$ cat src/rtl/serial_mag_compare.sv
// -----------------------------------------------------------------------------
// serial_mag_compare
//
// Bit-serial, MSB-first magnitude comparator for two WIDTH-bit unsigned
// operands. One bit pair is examined per clock; the first differing bit ends
// the compare early. Equal operands take WIDTH evaluation edges.
//
// Ports:
//   clk     - clock, all state changes on the rising edge
//   rst_n   - asynchronous active-low reset
//   en      - global enable; low freezes SHIFT and blocks start in IDLE
//   start   - compare request, accepted only in IDLE with en=1
//   a, b    - operands, captured on the accepted start
//   busy    - high while the compare is in progress (SHIFT)
//   done    - one-cycle pulse; results are valid from here on
//   a_lt_b  - registered result A < B
//   a_gt_b  - registered result A > B
//   a_eq_b  - registered result A == B
// -----------------------------------------------------------------------------
module serial_mag_compare #(
  parameter int WIDTH = 8
) (
  input  logic             clk,
  input  logic             rst_n,
  input  logic             en,
  input  logic             start,
  input  logic [WIDTH-1:0] a,
  input  logic [WIDTH-1:0] b,
  output logic             busy,
  output logic             done,
  output logic             a_lt_b,
  output logic             a_gt_b,
  output logic             a_eq_b
);

  localparam int CW = (WIDTH > 1) ? $clog2(WIDTH) : 1;
  localparam logic [CW-1:0] CNT_LOAD = CW'(WIDTH - 1);

  typedef enum logic [1:0] {
    IDLE  = 2'd0,
    SHIFT = 2'd1,
    DONE  = 2'd2
  } stateT;

  stateT            stateReg;
  logic [WIDTH-1:0] saReg;
  logic [WIDTH-1:0] sbReg;
  logic [CW-1:0]    cntReg;
  logic             ltReg;
  logic             gtReg;
  logic             eqReg;

  // Single-bit compare cell on the current MSBs, gated by en. With en low
  // every relation is 0, so the SHIFT branch below naturally holds all state.
  logic msbA;
  logic msbB;
  logic bitLt;
  logic bitGt;
  logic bitEq;

  assign msbA  = saReg[WIDTH-1];
  assign msbB  = sbReg[WIDTH-1];
  assign bitLt = en & ~msbA &  msbB;
  assign bitGt = en &  msbA & ~msbB;
  assign bitEq = en & ~(msbA ^ msbB);

  always_ff @(posedge clk or negedge rst_n) begin
    if (!rst_n) begin
      stateReg <= IDLE;
      saReg    <= '0;
      sbReg    <= '0;
      cntReg   <= '0;
      ltReg    <= 1'b0;
      gtReg    <= 1'b0;
      eqReg    <= 1'b0;
    end else begin
      case (stateReg)
        IDLE: begin
          if (start && en) begin
            saReg    <= a;
            sbReg    <= b;
            cntReg   <= CNT_LOAD;
            ltReg    <= 1'b0;
            gtReg    <= 1'b0;
            eqReg    <= 1'b0;
            stateReg <= SHIFT;
          end
        end
        SHIFT: begin
          if (bitLt) begin
            ltReg    <= 1'b1;
            stateReg <= DONE;
          end else if (bitGt) begin
            gtReg    <= 1'b1;
            stateReg <= DONE;
          end else if (bitEq) begin
            if (cntReg == '0) begin
              eqReg    <= 1'b1;
              stateReg <= DONE;
            end else begin
              // Bring the next lower bit pair up to the MSB position.
              saReg  <= {saReg[WIDTH-2:0], 1'b0};
              sbReg  <= {sbReg[WIDTH-2:0], 1'b0};
              cntReg <= cntReg - 1'b1;
            end
          end
        end
        DONE: begin
          // start and en are deliberately ignored here; a new request is
          // only accepted from IDLE on the following cycle.
          stateReg <= IDLE;
        end
        default: begin
          stateReg <= IDLE;
        end
      endcase
    end
  end

  assign busy   = (stateReg == SHIFT);
  assign done   = (stateReg == DONE);
  assign a_lt_b = ltReg;
  assign a_gt_b = gtReg;
  assign a_eq_b = eqReg;

endmodule

$ cat config.mk
export PLATFORM = sky130hd
export DESIGN_NAME = serial_mag_compare
export DESIGN_NICKNAME = d
export VERILOG_FILES = /design/src/rtl/serial_mag_compare.sv
export SDC_FILE = /design/constraint.sdc
export NUM_CORES = 1
export LEC_CHECK = 0
export CORE_MARGIN = 2
export CORE_UTILIZATION = 44
export CTS_CLUSTER_SIZE = 14
export DETAILED_ROUTE_END_ITERATION = 8
export GPL_TIMING_DRIVEN = 1
export MAX_ROUTING_LAYER = met4
export PLACE_DENSITY = 0.73
export SYNTH_ARGS = -nofsm -noshare
export SYNTH_HDL_FRONTEND = slang
export SYNTH_SLANG_ARGS = --single-unit
$ cat constraint.sdc
create_clock -name clk -period 1.8 [get_ports clk]
set_input_delay 0.27 -clock clk [delete_from_list [all_inputs] [get_ports clk]]
set_output_delay 0.27 -clock clk [all_outputs]
set_load 0.005 [all_outputs]
==> qor.yml, run 1 <==
cts:
  cts_tree: "built"
  root_buffer: "clkbuf_4"
  clk_latency_ps: 320
  clk_path_buf_depth: 2
  clock_sinks: 24
  ctsHoldBuffers: 0
  htreeDepth: 1
  cts.reportedPaths.clkPinSlew_ps: 130
  cts_buffers: 3
critical_path:
  cp.required_ps: 1530
  worst_setup_path_start_kind: "flop"
  worst_setup_path_end_kind: "output pin"
  critPathKind: "reg2out"
  crit_arrival_ps: 1460
  crit_fanout: 6
place:
  dp_cells: 172
  dp_hpwl_mm: 1.73
  io_buffers: 24
  gp_congestion: 0.734
  post_dp_cell_area_um2: 1540
global_routing:
  gr-usage-all-layers_pct: 17.7
  antenna_found_initial: 0
  grt_pass1_wl_mm: 4.33
  globalRoute.totalOverflow: 0
  grt_pass1_vias: 1006
  grt_max_degree: 25
floorplanning:
  initial_utilization_pct: 47.0
  io_pins: 25
  die_area_um2: 3100
  die_x_um: 55.7
  rows: 18
  core_um2: 2500
  die_height_um: 55.7
synthesis:
  yosysSeqAreaShare_pct: 51.1
  synth_top_area_share_pct: 51.1
  synth_area_leaders: "dfrtp_1 (51%), mux2i_1 (13%), o21ai_0 (8.5%), o21ai_1 (3.4%), ha_1 (2.1%)"
  ys_seq_elements: 24
  synth_top_area_cell: "dfrtp_1"
  ys_warn_count: 0
  synth.net_count: 133
  synth.distinct_cells: 29
  avgSynthCellArea_um2: 10.6
  syn_inst: 111
  syn-cell-area_um2: 1170
final_layout:
  final_common_cell: "clkdlybuf4s50_1"
  fill_cells: 210
  final_cells: 177
  num_antenna_cells: 0
  final_cell_mix: "clkdlybuf4s50_1 (24), dfrtp_1 (22), o21ai_0 (20)"
  final_util_pct: 64.4
  drive_gt1_share_pct: 17.7
  finish.instance_area_um2: 1610
  finalNetCount: 170
  syn_to_final_growth_pct: 37.1
routing:
  post_drt_via_cell_ratio: 5.45
  vias: 965
  drt_wl_total_mm: 2.46
  antenna_left: 0
  drc_errors: 0
  first_pass_iters: 4
  wl_per_cell_um: 13.9
  drt_iter0_markers: 2
timing:
  totalNegativeSetupSlack_ps: 0
  fin_crit_sh_pct: 96.0
  min_period_ps: 1730
  slew_violations: 0
  holdWs_ps: 283
  worst_clock_skew_ps: 1.58
  hold_viol_final: 0
  relSlewSlack_pct: 79.3
  fmax_ghz: 0.579
  setup-violations-final: 0
  tightest_slew_ps: 311
power_and_ir_drop:
  leakagePower_nw: 0.715
  irDropWorstVdd_v: 0.00162
  powerDensity_nw_per_um2: 1550
status:
  outcome: "finished clean"
flow_run:
  cap_violations: 0
worst_hold_path:
  hold_path.class: "in2async"
-- state kept, by name (all words and copies together) (netlist names) --
register / count
a_lt_b: 1
sbReg: 8
saReg: 8
a_eq_b: 1
cntReg: 3
a_gt_b: 1
stateReg: 2
-- worst max-delay path, cell delays in order, from the launching register on --
cell and delay [ps]:
dfrtp_2 440, nor2b_4 190, clkdlybuf4s50_1 510
-- cell usage after synthesis --
cell	count
a22oi_2	1
nor2b_1	4
a21oi_2	1
mux2i_1	15
buf_6	2
nand2b_1	1
a211o_1	1
o22ai_1	1
o21ai_0	20
a41oi_1	2
nand3_1	1
ha_1	2
nor3b_1	1
o22a_1	1
o21ai_1	8
a211oi_1	1
a22o_1	2
a21o_1	1
inv_1	5
clkbuf_1	2
nor2_1	3
nand2_1	5
xnor2_1	1
inv_2	1
a22oi_1	1
a21oi_1	1
buf_2	2
or2_1	1
dfrtp_1	24
-- logic make-up after synthesis --
kind of cell / after synthesis / synth area share (%)
buf+inv: 12 / 5.32
compound gates: 41 / 21.1
mux: 15 / 12.8
flops: 24 / 51.1
fa+ha+maj: 2 / 2.13
simple gates: 16 / 6.82
xor+xnor: 1 / 0.746
-- metrics by stage --
step	worst slack [ps]	total power, mW
6_report	71.9	2.50
5_1_grt	-9.41	2.69
4_1_cts	13.4	2.49
3_5_place_dp	-8.04	2.08
3_3_place_gp	14.1	2.02
2_1_floorplan	24.2	1.61
-- power by group --
group          leakage [nW]  switching [mW]  internal (mW)
combinational         0.392           0.559          0.643
sequential            0.295           0.145          0.763
clock                0.0279           0.167          0.225
-- area by class of cell --
| type | instances | area, um2 | share of cell area (%) |
|---|---|---|---|
| inverter | 6 | 22.5 | 1.40 |
| tap | 30 | 37.5 | 2.33 |
| sequential | 24 | 603 | 37.5 |
| multi-input combinational | 75 | 524 | 32.6 |
| timing repair buffer | 38 | 370 | 23.0 |
| clock buffer | 3 | 22.5 | 1.40 |
| clock inverter | 1 | 30.0 | 1.86 |
-- final timing paths --
| kind | from | depth (start not counted) | slack (ps) | to |
|---|---|---|---|---|
| setup / recovery | stateReg[0] | 2 | 70 | busy |
| hold reg to reg | sbReg[0] | 1 | 520 | sbReg[0] |
| setup reg to reg | cntReg[0] | 7 | 100 | saReg[0] |
| hold / removal | rst_n | 2 | 280 | a_lt_b |
| min in group clk | sbReg[0] | 1 | 520 | sbReg[0] |
| max in group asynchronous | rst_n | 2 | 1270 | stateReg[1] |
-- metal layers --
metal  part of all wire [%]  vias up  global-route usage, %  routed length [um]
li1                       -      468                      -                   -
met1                     45      472                   21.6                1090
met2                     50       23                   29.8                1230
met3                    4.6        2                   5.35                 113
met4                   0.69        0                   2.09                  17
met5                      0        -                      -                   0
-- timing repair --
item,in CTS,in global routing
buffers inserted,0,1
gates resized for setup,2,3
pin swaps,1,1
setup endpoints to repair,2,17
hold endpoints to repair,0,0
(Power assumes the default switching activity.)
==> run 2, diff against run 1 <==
--- a/config.mk
+++ b/config.mk
@@ -10,7 +10,6 @@
 export CTS_CLUSTER_SIZE = 14
 export DETAILED_ROUTE_END_ITERATION = 8
 export GPL_TIMING_DRIVEN = 1
-export MAX_ROUTING_LAYER = met4
 export PLACE_DENSITY = 0.73
 export SYNTH_ARGS = -nofsm -noshare
 export SYNTH_HDL_FRONTEND = slang
==> run 2 against run 1 <==
Sequential share of layout area unchanged. Power about the same. Via count up 0.10%. Die area unchanged. First-iteration DRC count rose to 4.5 times the previous value. Clock power about the same. Design area unchanged. Flip-flop and latch count unchanged. Cell count unchanged. Global-route usage down 0.58 points. Critical path depth unchanged. Critical endpoint unchanged. Highest routed layer unchanged.
==> qor.yml, run 2 (synthesis results as in run 1) <==
floorplanning:
  die_x_um: 55.7  # unchanged
  die_area_um2: 3100  # unchanged
  rows: 18  # unchanged
  die_height_um: 55.7  # unchanged
  io_pins: 25  # unchanged
  initial_utilization_pct: 47.0  # unchanged
  core_um2: 2500  # unchanged
final_layout:
  reg.largest.list: "saReg (8), sbReg (8), cntReg (3)"  # unchanged
  syn_to_final_growth_pct: 37.1  # unchanged
  finalNetCount: 170  # unchanged
  final_cell_mix: "clkdlybuf4s50_1 (24), dfrtp_1 (22), o21ai_0 (20)"  # unchanged
  fill_cells: 210  # unchanged
  drive_gt1_share_pct: 17.7  # unchanged
  final_common_cell: "clkdlybuf4s50_1"  # unchanged
  num_antenna_cells: 0  # unchanged
critical_path:
  cp.required_ps: 1530  # about the same
  critPathKind: "reg2out"  # unchanged
  crit_fanout: 6  # unchanged
  worstReg2RegStart: "cntReg[0]"  # unchanged
  worstSetupStartpoint: "stateReg[0]"  # unchanged
  worst_setup_path_end_kind: "output pin"  # unchanged
  worst_setup_path_start_kind: "flop"  # unchanged
  crit_arrival_ps: 1460  # about the same
timing:
  slew_violations: 0  # unchanged
  relSlewSlack_pct: 79.1  # was 79.3%
  final.setup.worst_slack_ps: 70.4  # was 71.9 ps
  fin_crit_sh_pct: 96.1  # was 96.0%
  holdWs_ps: 283  # about the same
  setup-violations-final: 0  # unchanged
  worst_clock_skew_ps: 1.05  # was 1.58 ps
  hold_viol_final: 0  # unchanged
  min_period_ps: 1730  # about the same
  fmax_ghz: 0.578  # was 0.579 GHz
  tightest_slew_ps: 312  # was 311 ps
global_routing:
  grt_pass1_vias: 1013  # was 1006
  antenna_found_initial: 0  # unchanged
  grt_max_degree: 25  # unchanged
  gr-usage-all-layers_pct: 17.1  # was 17.7%
  grt_pass1_wl_mm: 4.31  # was 4.33 mm
  globalRoute.totalOverflow: 0  # unchanged
power_and_ir_drop:
  leakagePower_nw: 0.715  # unchanged
  pwr-share-seq_pct: 36.3  # about the same
  internal_power_mw: 1.63  # about the same
  powerDensity_nw_per_um2: 1550  # about the same
  irDropWorstVdd_v: 0.00162  # about the same
  p_sw_uw: 871  # about the same
  p_sw_share_pct: 34.8  # about the same
  pwr-share-comb_pct: 48.0  # about the same
  p_clk_share_pct: 15.7  # about the same
  p_total_mw: 2.50  # about the same
status:
  outcome: "finished clean"  # unchanged
place:
  dp_hpwl_mm: 1.73  # unchanged
  gp_congestion: 0.725  # was 0.734
  io_buffers: 24  # unchanged
  place_ws_ps: -8.04  # unchanged
routing:
  drc_errors: 0  # unchanged
  wl_per_cell_um: 13.9  # about the same
  first_pass_iters: 4  # unchanged
  drt_wl_total_mm: 2.47  # was 2.46 mm
  antenna_left: 0  # unchanged
  post_drt_via_cell_ratio: 5.46  # was 5.45
  drt_iter0_markers: 9  # was 2
  vias: 966  # was 965
cts:
  htreeDepth: 1  # unchanged
  cts_tree: "built"  # unchanged
  clock_sinks: 24  # unchanged
  root_buffer: "clkbuf_4"  # unchanged
  cts.reportedPaths.clkPinSlew_ps: 130  # about the same
  clk_latency_ps: 320  # about the same
  clk_path_buf_depth: 2  # unchanged
  cts_buffers: 3  # unchanged
  ctsHoldBuffers: 0  # unchanged
flow_run:
  cap_violations: 0  # unchanged
worst_hold_path:
  hold_path.class: "in2async"  # unchanged
-- run 2: power groups by stage --
stage,registers [mW],logic [mW],clock network (mW)
after floorplan,0.879,0.729,0
after global placement,0.901,1.12,0
after detailed placement,0.915,1.16,0
after CTS,0.910,1.18,0.402
after global routing,0.936,1.33,0.427
final,0.909,1.20,0.393
-- run 2: final cells by class --
cell class                      instances  area (um2)  area share, %
Clock buffer                            3        22.5           1.40
Multi-Input combinational cell         75         524           32.6
Timing Repair Buffer                   38         370           23.0
Sequential cell                        24         603           37.5
Inverter                                6        22.5           1.40
Clock inverter                          1        30.0           1.86
Tap cell                               30        37.5           2.33
-- run 2: stage by stage --
| step | util (%) | std cells | area, um2 | setup TNS (ps) |
|---|---|---|---|---|
| 6_report | 64.4 | 177 | 1610 | 0 |
| 5_1_grt | 64.4 | 177 | 1610 | -3.80 |
| 4_1_cts | 63.9 | 176 | 1600 | 0 |
| 3_5_place_dp | 61.5 | 172 | 1540 | -12.0 |
| 3_3_place_gp | 61.5 | 172 | 1540 | 0 |
| 2_1_floorplan | - | 111 | 1170 | 0 |
-- run 2: routing by layer --
metal	up-vias	GRT usage (%)	share of wire (%)
met5	-	0	0
met3	2	5.35	4.7
met4	0	2.09	0.69
met2	25	29.9	50
li1	468	-	-
met1	471	21.1	45
-- run 2: final timing paths --
check,end,slack [ps],depth (start not counted)
worst max-delay path,busy,70,2
worst min-delay path,saReg[7],280,2
worst max register to register,saReg[0],100,7
worst min register to register,sbReg[0],520,1
max in group asynchronous,stateReg[1],1260,2
min in group clk,sbReg[0],520,1
-- run 2: worst max-delay path: stages (launching register included) --
cell and delay (ps):
dfrtp_2 440, nor2b_4 190, clkdlybuf4s50_1 510
-- run 2: timing repair --
action                                  4_1_cts  5_1_grt
resized for setup                             2        3
pin swaps                                     1        1
buffers inserted                              0        1
endpoints found under the setup margin        2       17
